==> config.mk <==
export PLATFORM = sky130hd
export DESIGN_NAME = exp_datapath
export DESIGN_NICKNAME = d
export VERILOG_FILES = /design/src/rtl/exp_datapath.sv
export SDC_FILE = /design/constraint.sdc
export NUM_CORES = 1
export LEC_CHECK = 0
export ABC_AREA = 0
export ABC_CLOCK_PERIOD_IN_PS = 7300
export CORE_AREA = 2 2 148 136
export DETAILED_ROUTE_END_ITERATION = 16
export DIE_AREA = 0 0 150 138
export PLACE_DENSITY = 0.79
export SYNTH_ARGS = -nofsm -noshare
export SYNTH_HDL_FRONTEND = slang
export SYNTH_SLANG_ARGS = --single-unit
==> constraint.sdc <==
create_clock -name clk -period 7.3 [get_ports clk]
set_input_delay 1.46 -clock clk [delete_from_list [all_inputs] [get_ports clk]]
set_output_delay 1.46 -clock clk [all_outputs]
set_load 0.03 [all_outputs]
==> src/rtl/exp_datapath.sv <==
// exp_datapath
// Fixed-point datapath for the iterative Taylor-series exponential unit.
// Computes r = sum_{k=0..TERMS} x^k / k! in unsigned Q(DW-FRAC).FRAC,
// driven by the one-hot-per-cycle control strobes of the exponential
// controller. Holds the x, t (current term), r (accumulator) and c (term
// counter) registers; no FSM of its own.
//
// Ports:
//   clk, rst             clock, asynchronous active-high reset
//   x_in                 operand x
//   zx, ldx              clear / load x
//   zt, initt, ldt       clear / set 1.0 / load product into t
//   zr, initr, ldr       clear / set 1.0 / accumulate t into r
//   zc, enc              clear / increment term counter (wraps TERMS-1 -> 0)
//   s                    multiplier operand select: 0 = x, 1 = coef[c]
//   co                   counter terminal, c == TERMS-1
//   r_out, t_out, c_out  register contents
//
// Register priority: clear > init > load.
//
// Configuration macro EXP_SAT_EN: when defined, the multiplier output and
// the r accumulation saturate to 2^DW-1 on overflow; otherwise both wrap
// modulo 2^DW.

module exp_datapath #(
    parameter int unsigned DW    = 16,
    parameter int unsigned FRAC  = 14,
    parameter int unsigned TERMS = 8,
    parameter int unsigned CW    = 3
) (
    input  logic          clk,
    input  logic          rst,
    input  logic [DW-1:0] x_in,
    input  logic          zx,
    input  logic          ldx,
    input  logic          zt,
    input  logic          initt,
    input  logic          ldt,
    input  logic          zr,
    input  logic          initr,
    input  logic          ldr,
    input  logic          zc,
    input  logic          enc,
    input  logic          s,
    output logic          co,
    output logic [DW-1:0] r_out,
    output logic [DW-1:0] t_out,
    output logic [CW-1:0] c_out
);

    localparam logic [DW-1:0] One     = DW'(32'd1 << FRAC);
    localparam logic [CW-1:0] LastCnt = CW'(TERMS - 1);

    logic [DW-1:0] x_q, x_d;
    logic [DW-1:0] t_q, t_d;
    logic [DW-1:0] r_q, r_d;
    logic [CW-1:0] c_q, c_d;

    // Reciprocal ROM: coef[k] = round(2^FRAC / (k+1)), 1/(k+1) for the k-th term.
    logic [DW-1:0] coef [TERMS];

    for (genvar k = 0; k < TERMS; k++) begin : g_coef
        localparam int unsigned Div     = k + 1;
        localparam int unsigned CoefVal = ((32'd1 << FRAC) + Div / 2) / Div;
        assign coef[k] = CoefVal[DW-1:0];
    end

    logic [DW-1:0]   mul_op;
    logic [2*DW-1:0] prod;
    logic [DW-1:0]   mult;
    logic [DW:0]     sum;
    logic [DW-1:0]   acc;
    logic            unused_bits;

    // Truncating multiply (floor) and accumulate.
    always_comb begin
        mul_op = s ? coef[c_q] : x_q;
        prod   = {{DW{1'b0}}, t_q} * {{DW{1'b0}}, mul_op};
        sum    = {1'b0, r_q} + {1'b0, t_q};
`ifdef EXP_SAT_EN
        mult        = (|prod[2*DW-1:FRAC+DW]) ? {DW{1'b1}} : prod[FRAC+DW-1:FRAC];
        acc         = sum[DW] ? {DW{1'b1}} : sum[DW-1:0];
        unused_bits = ^prod[FRAC-1:0];
`else
        mult        = prod[FRAC+DW-1:FRAC];
        acc         = sum[DW-1:0];
        unused_bits = ^{prod[2*DW-1:FRAC+DW], prod[FRAC-1:0], sum[DW]};
`endif
    end

    // Next-state selection, clear > init > load for every register.
    always_comb begin
        x_d = x_q;
        if (zx) begin
            x_d = '0;
        end else if (ldx) begin
            x_d = x_in;
        end

        t_d = t_q;
        if (zt) begin
            t_d = '0;
        end else if (initt) begin
            t_d = One;
        end else if (ldt) begin
            t_d = mult;
        end

        r_d = r_q;
        if (zr) begin
            r_d = '0;
        end else if (initr) begin
            r_d = One;
        end else if (ldr) begin
            r_d = acc;
        end

        c_d = c_q;
        if (zc) begin
            c_d = '0;
        end else if (enc) begin
            c_d = (c_q == LastCnt) ? '0 : c_q + CW'(1);
        end
    end

    always_ff @(posedge clk or posedge rst) begin
        if (rst) begin
            x_q <= '0;
            t_q <= '0;
            r_q <= '0;
            c_q <= '0;
        end else begin
            x_q <= x_d;
            t_q <= t_d;
            r_q <= r_d;
            c_q <= c_d;
        end
    end

    assign co    = (c_q == LastCnt);
    assign r_out = r_q;
    assign t_out = t_q;
    assign c_out = c_q;

endmodule
# ---- Word-level counts from Yosys, hierarchy flattened
# Memory sizes are Yosys's and may differ from the RTL's.
# Cells that the tools add are included.
dict set report totals {
  romBits 128
  reg_bits 51
  n_memories 1
  input_bits 29
  output_inout_bits 36
}
dict set report op_classes {
  reduce_logical 4
  mux 14
  add_sub_neg 2
  mul 1
  n_eq_ne 1
  bitwise 1
  magnitude_cmp 1
}
# name words word_bits read_ports rd_ports_with_merged_regs wr line
set memory_table {}
lappend memory_table {{(name not given)} 8 16 1 0 0 77} ;# mul_op = s ? coef[c_q] : x_q;
# operator n
set ops {}
lappend ops {{2-to-1 mux 16 bit} 11}
lappend ops {{multiplier 16 x 16 -> 30 bit} 1}
lappend ops {{adder 16 bit} 1}
lappend ops {{2-to-1 mux 3 bit} 3}
lappend ops {{nonzero test 3 bit} 2}
lappend ops {{>= comparator 4 bit (second input constant)} 1}
lappend ops {{inverter 3 -> 4 bit} 1}
lappend ops {{nonzero test 2 bit} 2}
lappend ops {{adder 3 x 1 -> 3 bit (second input constant)} 1}
lappend ops {{== test 3 bit (second input constant)} 1}

# ---- Logic depth before layout (Yosys ltp)
dict set report depth {
  depth_word 9
  ltp_mapped 30
}

# ---- Worst setup path before layout
# No wires, ideal clock.
dict set report synth_timing {
  path_type {input -> register}
  start {input s}
  end {register t_q[15], in the netlist t_out[15]}
  path_buffers 2
  t_required_ps 7213
  arrival_ps 7756
  slack_ps -543
  path_stages 27
  path_cell_list {clkbuf_1 nand2_1 o2bb2ai_1 clkbuf_1 nand2_1 fa_1 inv_1 fa_1 inv_1 fa_1 inv_1 fa_1 fa_1 inv_1 fa_1 inv_1 ha_1 a21oi_1 o21ai_0 a31oi_1 o21ai_0 o211ai_1 a211oi_2 or3_1 a21o_1 and2_1 o211ai_1}
}
dict set report synth_via {
  elab_chain_len 5
}
# element line
set synth_lines {}
lappend synth_lines {{start: declaration} 44} ;# input logic s,
lappend synth_lines {{2-to-1 mux 16 bit} 77}
lappend synth_lines {{multiplier 16 x 16 -> 30 bit} 78} ;# prod = {{DW{1'b0}}, t_q} * {{DW{1'b0}}, mul_op};
lappend synth_lines {{2-to-1 mux 16 bit} 105} ;# end else if (ldt) begin
lappend synth_lines {{2-to-1 mux 16 bit} 103} ;# end else if (initt) begin
lappend synth_lines {{2-to-1 mux 16 bit} 101} ;# if (zt) begin
lappend synth_lines {{end signal: assignment} 134} ;# t_q <= t_d;
lappend synth_lines {{end: declaration} 55} ;# logic [DW-1:0] t_q, t_d;
# Every way passes these cells. The select of a mux whose other input is x is not followed.
# A chain may end at the register's enable or synchronous reset.

# ---- Final worst setup path
# Ends and elaborated chain as after synthesis.

==> reports/results.ini <==
[run_status]
run_status = finished with violations
violations = setup timing

[final_layout]
ff_latch_area_sq_um = 1280
fin_area_sq_um = 12900
diodes = 0
multi_input_area_sq_um = 8730
drive_gt1_frac = 0.132
syn2layout_area_growth_pct = 19.6
fin_cells = 1577
fill_cells = 1507
nets = 1654

[critical_path]
endpoint_kind = flop
crit_arrival_ns = 7.53
cp_max_fo = 8
crit_family = adder cells
cp-startpoint = s
r2r-start = c_out[1]
path_common_cell = fa_1
slowest_stage = fa_1
critPathKind = in -> reg
cp.required_ns = 7.51
critPathMaxStageDelay_ns = 0.56
critical_path_depth = 27
start_kind = input port
path_buf_inv = 8
r2r_cells = 28

[timing]
finalSetupViolCount = 1
fin_ws_ns = -0.0120
relSlewSlack = 0.229
fmax_ghz = 0.137
slew_violations = 0
worst_pin_slew_ns = 1.15
fin_crit_ns = 7.31
finalHoldViolCount = 0
rsz0062_at_grt = true
fin_worst_skew_ns = 0.00770
post-route-period-util = 1.00
whs_ns = 0.536

[global_route]
grt_pass1_wl_mm = 45.9
antenna_found_initial = 0
grt_pass1_vias = 9453
grt_max_degree = 52
grt.total_usage = 0.278
overflow = 0

[job]
max-cap-violations = 0

[route]
antenna_left = 0
via_per_inst = 5.49
totalWireLength_mm = 27.9
drt_first_pass_iters = 7
drt-wirelength-per-cell_um = 17.7
drtIter0Drc = 407
drc = 0
vias = 8658

[hold_path]
worstHoldPathType = reg -> reg
min_delay_path_depth = 2
worstHoldStart = x_q[15]

[power_and_ir_drop]
p_leak_nw = 6.54
vdd_drop_max_v = 0.000105
total_power_uw = 818
p_per_area_nw_per_um2 = 63.6

[synthesis]
synth_common_cells = inv_1 (241), fa_1 (193), nand2_1 (164), ha_1 (111), and2_1 (94)
syn_nets = 1528
synth.area.top_cells = fa_1 (36%), ha_1 (13%), dfrtp_1 (12%)
synthCells = 1195
synth_warnings = 0
async_reset_ff_frac = 1.00
ys_types = 53
syn_area_sq_um = 10800
synth_edf_count = 0
ys_seq_elements = 51
yosysMostFrequentCell = inv_1
yosysTopAreaCell = fa_1
ys_seq_area_frac = 0.119
ys.flop_type = dfrtp_1
avgSynthCellArea_sq_um = 9.00
synth_top_area_frac = 0.359

[clock_network]
cts_buffers = 5
clockRootBuffer = clkbuf_16
cts_max_level = 2
clock_sinks = 51
clockBufferDepth = 2
cts_tree = done
holdBufCountCts = 0
clk_latency_ns = 0.31
clk_pin_slew_worst_paths_ns = 0.07

[floorplanning]
core_sq_um = 19400
die_h_um = 138
die_area_sq_um = 20700
die_x_um = 150
start_util = 0.555
boundaryPins = 65
rows = 49

[placement]
post_dp_cell_area_sq_um = 12300
place_ws_ns = -0.966
post-dp-hpwl_mm = 21.4
gp_congestion = 0.939
dpl.cell_count = 1552
io_buffers = 64

## cells by family after synthesis
| kind of cell | after synthesis | synth area share |
|---|---|---|
| flops | 51 | 0.119 |
| buf+inv | 287 | 0.100 |
| simple gates | 391 | 0.177 |
| mux | 34 | 0.0320 |
| compound gates | 96 | 0.0580 |
| xor+xnor | 32 | 0.0260 |
| fa+ha+maj | 304 | 0.488 |
## final timing paths
check / end / slack, ns
max in group asynchronous: t_out[10] / 5.18
setup reg to reg: t_out[15] / 0.27
hold / removal: x_q[15] / 0.54
setup / recovery: t_out[15] / -0.01
min in group asynchronous: r_out[6] / 1.67
hold reg to reg: x_q[15] / 0.54
## routing by layer
| layer | track usage | vias up | routed length, um | share of wire |
|---|---|---|---|---|
| li1 | - | 3895 | - | - |
| met3 | 0.0482 | 66 | 1870 | 0.067 |
| met2 | 0.478 | 342 | 14100 | 0.51 |
| met4 | 0.0794 | 0 | 742 | 0.027 |
| met1 | 0.363 | 4355 | 11200 | 0.40 |
| met5 | 0 | - | 0 | 0 |
## sequential cells by signal, summed over array words and instances (netlist names)
name,count
r_out,16
t_out,16
x_q,16
c_out,3
## worst reg2reg max path: cells and delay by family, from the launching register on
kind	cells	cell delay (ns)
DFF	1	0.47
buffers and inverters	5	0.39
and+or+nand+nor	7	1.18
AOI/OAI and AO/OA	8	1.37
adders and majority gates	8	3.56
## final cells by class
cell class | count | share of cell area
sequential | 51 | 0.0992
clock buffer | 6 | 0.0100
inverter | 242 | 0.0710
clock inverter | 2 | 0.00301
timing repair buffer | 163 | 0.113
multi-input combinational | 858 | 0.679
tap | 255 | 0.0248
## through the flow
step	utilization	setup TNS [ns]
3_5_place_dp	0.633	-8.97
6_report	0.664	-0.0120
3_3_place_gp	0.633	-6.71
2_1_floorplan	-	0
4_1_cts	0.651	-0.0632
5_1_grt	0.664	-1.16
## layout by cell type, fill, tap and decap left out, drive strengths merged, types with 2 or more instances in the layout
cell             n
a22o             3
a21oi           25
a21o             8
a211oi           5
o21bai           3
o31ai            2
nand2          164
buf            100
o21a             3
o2bb2ai          2
clkdlybuf4s50   63
xnor2           24
o21ai           28
mux2             3
mux2i           31
and3             3
nand2b           8
nand3b           5
a31oi            5
clkbuf           6
ha             111
nor4b            2
dfrtp           51
fa             193
nor3             8
and2            94
xor2             8
nand3           13
nand4            3
inv            243
nor2b           33
or2              2
nor2            53
o211ai           5
## report_power, final
group	switching [mW]	internal (mW)	total [mW]
clock network	0.123	0.164	0.287
registers	0.0140	0.290	0.304
logic	0.126	0.101	0.227
## repair_timing
item / in CTS / in global routing
resized for setup: 26 / 50
cloned: 1 / 0
endpoints found under the setup margin: 14 / 8
hold endpoints to repair: 0 / 0
pin swaps: 7 / 31
setup buffers: 10 / 6
Power figures use the tool's default switching activity.
